==> src/rtl/fir_serial_pkg.sv <==
// Shared types for the FIR serial receiver: FSM encoding and the default sample format.
package fir_serial_pkg;

  localparam int unsigned DEFAULT_DATA_WIDTH = 24;

  typedef enum logic [1:0] {
    IDLE  = 2'd0,
    ARM   = 2'd1,
    SHIFT = 2'd2,
    PUSH  = 2'd3
  } state_t;

  typedef logic signed [DEFAULT_DATA_WIDTH-1:0] sample_t;

endpackage

==> src/rtl/sync_fifo.sv <==
// Single-clock first-word-fall-through FIFO with registered storage and count/flags.
module sync_fifo #(
  parameter int unsigned WIDTH = 24,
  parameter int unsigned DEPTH = 2
) (
  input  logic             clk,
  input  logic             rst_n,
  input  logic             wr_en,
  input  logic [WIDTH-1:0] wr_data,
  input  logic             rd_en,
  output logic [WIDTH-1:0] rd_data,
  output logic             full,
  output logic             empty
);

  localparam int unsigned AW = (DEPTH > 1) ? $clog2(DEPTH) : 1;
  localparam int unsigned CW = AW + 1;

  logic [WIDTH-1:0] mem_q [DEPTH];
  logic [AW-1:0]    wr_ptr_q;
  logic [AW-1:0]    rd_ptr_q;
  logic [CW-1:0]    count_q;
  logic [CW-1:0]    count_d;
  logic             full_q;
  logic             empty_q;
  logic             do_wr;
  logic             do_rd;

  // A write into a full FIFO is only legal when a read frees the slot in the same cycle.
  assign do_rd   = rd_en && !empty_q;
  assign do_wr   = wr_en && (!full_q || do_rd);
  assign count_d = count_q + CW'(do_wr) - CW'(do_rd);

  always_ff @(posedge clk or negedge rst_n) begin
    if (!rst_n) begin
      for (int i = 0; i < int'(DEPTH); i++) mem_q[i] <= '0;
      wr_ptr_q <= '0;
      rd_ptr_q <= '0;
      count_q  <= '0;
      full_q   <= 1'b0;
      empty_q  <= 1'b1;
    end else begin
      assert (!(wr_en && full_q && !do_rd));
      if (do_wr) begin
        mem_q[wr_ptr_q] <= wr_data;
        wr_ptr_q        <= wr_ptr_q + AW'(1);
      end
      if (do_rd) rd_ptr_q <= rd_ptr_q + AW'(1);
      count_q <= count_d;
      full_q  <= (count_d == CW'(DEPTH));
      empty_q <= (count_d == '0);
    end
  end

  assign rd_data = mem_q[rd_ptr_q];
  assign full    = full_q;
  assign empty   = empty_q;

endmodule

==> src/rtl/fir_serial_rx.sv <==
// Receives LSB-first serial words from the FIR, reassembles them and buffers them
// for a parallel valid/ready consumer.
module fir_serial_rx
  import fir_serial_pkg::*;
#(
  parameter int unsigned DATA_WIDTH = DEFAULT_DATA_WIDTH,
  parameter int unsigned FIFO_DEPTH = 2,
  parameter int unsigned CNT_WIDTH  = 16
) (
  input  logic                  i_clk,
  input  logic                  i_rst,
  input  logic                  i_en,
  input  logic                  i_sdin,
  input  logic                  i_sdin_valid,
  output logic                  o_sready,
  output logic [DATA_WIDTH-1:0] o_data,
  output logic                  o_valid,
  input  logic                  i_ready,
  output logic [CNT_WIDTH-1:0]  o_frame_count
);

  localparam int unsigned BW = (DATA_WIDTH > 1) ? $clog2(DATA_WIDTH) : 1;

  state_t                state_q, state_d;
  logic [BW-1:0]         bit_cnt_q, bit_cnt_d;
  logic [DATA_WIDTH-1:0] shift_q, shift_d;
  logic                  sready_q, sready_d;
  logic [CNT_WIDTH-1:0]  cnt_q, cnt_d;
  logic                  push_c;
  logic                  fifo_full;
  logic                  fifo_empty;

  always_ff @(posedge i_clk or negedge i_rst) begin
    if (!i_rst) begin
      state_q   <= IDLE;
      bit_cnt_q <= '0;
      shift_q   <= '0;
      sready_q  <= 1'b0;
      cnt_q     <= '0;
    end else begin
      state_q   <= state_d;
      bit_cnt_q <= bit_cnt_d;
      shift_q   <= shift_d;
      sready_q  <= sready_d;
      cnt_q     <= cnt_d;
    end
  end

  // Bits enter at the MSB and shift down, so the first (LSB) bit lands in bit 0 after a full word.
  always_comb begin
    state_d   = state_q;
    bit_cnt_d = bit_cnt_q;
    shift_d   = shift_q;
    sready_d  = sready_q;
    cnt_d     = cnt_q;
    push_c    = 1'b0;
    unique case (state_q)
      IDLE: begin
        sready_d = 1'b0;
        if (i_en && i_sdin_valid && !fifo_full) begin
          state_d  = ARM;
          sready_d = 1'b1;
        end
      end
      ARM: begin
        state_d   = SHIFT;
        bit_cnt_d = '0;
      end
      SHIFT: begin
        shift_d   = {i_sdin, shift_q[DATA_WIDTH-1:1]};
        bit_cnt_d = bit_cnt_q + BW'(1);
        if (bit_cnt_q == BW'(DATA_WIDTH - 1)) begin
          state_d  = PUSH;
          sready_d = 1'b0;
        end
      end
      PUSH: begin
        push_c  = 1'b1;
        cnt_d   = cnt_q + CNT_WIDTH'(1);
        state_d = IDLE;
      end
      default: state_d = IDLE;
    endcase
  end

  sync_fifo #(
    .WIDTH (DATA_WIDTH),
    .DEPTH (FIFO_DEPTH)
  ) u_fifo (
    .clk     (i_clk),
    .rst_n   (i_rst),
    .wr_en   (push_c),
    .wr_data (shift_q),
    .rd_en   (i_ready),
    .rd_data (o_data),
    .full    (fifo_full),
    .empty   (fifo_empty)
  );

  assign o_valid       = !fifo_empty;
  assign o_sready      = sready_q;
  assign o_frame_count = cnt_q;

endmodule

==> config.mk <==
export PLATFORM = sky130hd
export DESIGN_NAME = fir_serial_rx
export DESIGN_NICKNAME = d
export VERILOG_FILES = /design/src/rtl/fir_serial_pkg.sv /design/src/rtl/sync_fifo.sv /design/src/rtl/fir_serial_rx.sv
export SDC_FILE = /design/constraint.sdc
export NUM_CORES = 1
export LEC_CHECK = 0
export ABC_AREA = 1
export BUFFER_PORTS_ARGS = -buffer_cell sky130_fd_sc_hd__buf_2
export CAP_MARGIN = 25
export CORE_MARGIN = 4
export CORE_UTILIZATION = 25
export CTS_CLUSTER_DIAMETER = 100
export DETAILED_ROUTE_END_ITERATION = 10
export GPL_ROUTABILITY_DRIVEN = 0
export GPL_TIMING_DRIVEN = 0
export SYNTH_ARGS = -nofsm -noshare
export SYNTH_HDL_FRONTEND = slang
export SYNTH_HIERARCHICAL = 1
export SYNTH_SLANG_ARGS = --single-unit
==> constraint.sdc <==
create_clock -name i_clk -period 3 [get_ports i_clk]
set_clock_uncertainty 0.1 [all_clocks]
set_input_delay 0.3 -clock i_clk [delete_from_list [all_inputs] [get_ports i_clk]]
set_output_delay 0.3 -clock i_clk [all_outputs]
set_load 0.1 [all_outputs]
==> impl_metrics.ini <==
[drt]
wl_um = 11570
drt_iter0_markers = 227
via_per_inst = 4.414
ant_nets = 0
drc = 0
drt-wirelength-per-cell_um = 13.30
vias = 3840
first_pass_iters = 4

[synthesis]
synth_area_leaders = dfrtp_1 53%, nand2_1 22%, nand4_1 6.7%, inv_1 2.0%, ha_1 1.8%
netlist_area_um2 = 4792
async_flop_share_pct = 100.0
synthCells = 571
synth_xor_xnor_area_share_pct = 2.193
post-synth-top-area-fraction_pct = 52.74
synth_top_family_by_area = simple AND/OR/NAND/NOR gates
synthSimpleGateAreaFrac_pct = 33.99
synth_edf_count = 0
synth.area.mux_share_pct = 0
synthAdderAreaFrac_pct = 1.828
synth_cell_types = 30
yosys.cell_count.top_type = nand2_1
synth-compound-area-share_pct = 1.645
synth_flop_cell = dfrtp_1
avgSynthCellArea_um2 = 8.392
synth_area_leader_cell = dfrtp_1
synth_seq_cells = 102
ys_seq_area_share_pct = 53.29
synth-warning-count = 6
synth_nets = 584
yosys-top-cells-count = 281 x nand2_1, 101 x dfrtp_1, 51 x nand4_1

[grt]
grt_pass1_wl_um = 19380
gr-usage-met2_pct = 18.11
antenna_found_initial = 0
grt-busiest-layer = met2
met1_usage_pct = 15.03
grt_max_degree = 53
track_usage_pct = 11.04
met3_usage_pct = 2.452
grt_pass1_vias = 3772
grt_overflow = 0

[floorplanning]
io_pins = 48
die_w_um = 146.5
num_rows = 50
initial_core_util_pct = 25.53
die_area_um2 = 21450
core_um2 = 18770
die_h_um = 146.5

[finish]
diodes = 0
final_layout_size_suffix_gt1_share_pct = 16.82
nets = 644
areaGrowthSynthToFinish_pct = 17.94

[timing]
timing_hold_violations_final = 0
setup-tns-final_ps = 0
maxSlewHeadroom_pct = 54.47
slew_viol_final = 0
fin_hold_ws_ps = 125.3
setup_viol = 0
worstMarginPinSlew_ps = 682.9
period_share_pct = 79.95
max_freq_mhz = 416.9
final.min_clock_period_ps = 2398
rsz0062_at_grt = no

[clock_tree]
cts_buffers = 9
cts.clk_slew.worst_paths_ps = 70
htree_levels = 3
clock_sinks = 102
cts_buffer_depth = 2
cts_tree = done
worst_skew_pair.late_latency_ps = 340
cts_root_buf = clkbuf_16

[job]
drv_cap = 0

[setup_path]
start_kind = register
critPathMaxFanout = 10
cp.depth = 6
worstPathCellList = buf_2 > inv_2 > buf_2 > nand2_1 > nand2_1 > buf_2
reg2reg_depth = 11
crit_top_cell = buf_2
cp.required_ps = 2600
crit_slowest_cell = buf_2
crit_buf_inv = 4
path_class = reg -> out
cpPeakStageDelay_ps = 440
arrival_ps = 2000
worst_setup_path_end_kind = primary output
path_delay_family = buffers and inverters

[hold_path]
hold_path.class = in -> reg
holdPathStages = 3

[placed_design]
io_buffers = 47
dpl.hpwl_um = 8014

[outcome]
outcome = finished clean
cells in the final DEF, fill, tap and decap left out, types with 3 or more instances in the layout:
cell	netlist	final
nand3b_1	4	4
inv_1	26	26
inv_2	3	3
xor2_1	8	8
clkbuf_16	0	9
buf_6	4	4
o21ai_0	6	6
nor2_2	4	4
nand4_1	51	51
a21oi_1	6	6
nand2_1	281	281
dfrtp_1	101	101
buf_4	8	9
nand3_1	9	9
buf_2	15	61
xnor2_1	4	4
ha_1	7	7
nor2_1	18	18
repair_timing:
item                                   4_1_cts  5_1_grt
hold buffers                                 1        0
setup buffers                                0        0
endpoints found under the hold margin       50        0
gates resized for setup                      0        0
area by class of cell:
cell class                      count  area (um^2)
Clock buffer                       10        239.0
Clock inverter                      6        52.55
Buffer                             31        222.7
Sequential cell                   102         2554
Multi-Input combinational cell    408         1901
Inverter                           30        115.1
Fill cell                        2044        13120
Tap cell                          234        292.8
Timing Repair Buffer               49        275.3
routing by layer:
layer | routed length (um) | vias up
li1 | - | 1946
met5 | 0 | -
met1 | 5602 | 1811
met2 | 5359 | 73
met4 | 99 | 0
met3 | 509 | 10
flip-flops by register name, summed over array words and instances, names as in the netlist:
register and flops:
u_fifo/full 1, state_q 2, bit_cnt_q 5, u_fifo/wr_ptr_q 1
u_fifo/empty 1, shift_q 24, u_fifo/mem_q 48, o_frame_count 16
o_sready 1, u_fifo/rd_ptr_q 1, u_fifo/count_q 2
final timing paths:
path                                 startpoint          endpoint  slack, ps
worst min register to register  u_fifo/mem_q[1]   u_fifo/mem_q[1]        370
worst max register to register       state_q[1]      u_fifo/empty        960
worst max-delay path            u_fifo/rd_ptr_q        o_data[23]        600
worst min-delay path                     i_sdin       shift_q[23]        130
max in group asynchronous                 i_rst      u_fifo/empty       1630
min in group asynchronous                 i_rst  u_fifo/mem_q[42]        430
through the flow:
step           util, %  cells  area [um^2]  setup WS (ps)
6_report         30.11    870         5652          601.5
5_1_grt          30.11    870         5652          519.6
4_1_cts          30.11    870         5652          570.5
3_5_place_dp     28.51    853         5350          960.7
3_3_place_gp     28.35    852         5320          338.3
2_1_floorplan        -    571         4792          948.5
tightest hold or removal path, delay by kind of cell:
kind	cells	cell delay, ps
AOI/OAI and AO/OA	1	60
buffers and inverters	1	100
and+or+nand+nor	1	60
cell families after synthesis:
family,after synthesis
AO/OA/AOI/OAI,15
XOR/XNOR,12
adder cells (fa/ha/maj),7
buffers and inverters,61
flip-flops,102
AND/OR/NAND/NOR,374
Power is left out: the tool's default activity adds up to more than one toggle a clock period on the data nets, which glitch-free logic cannot reach.
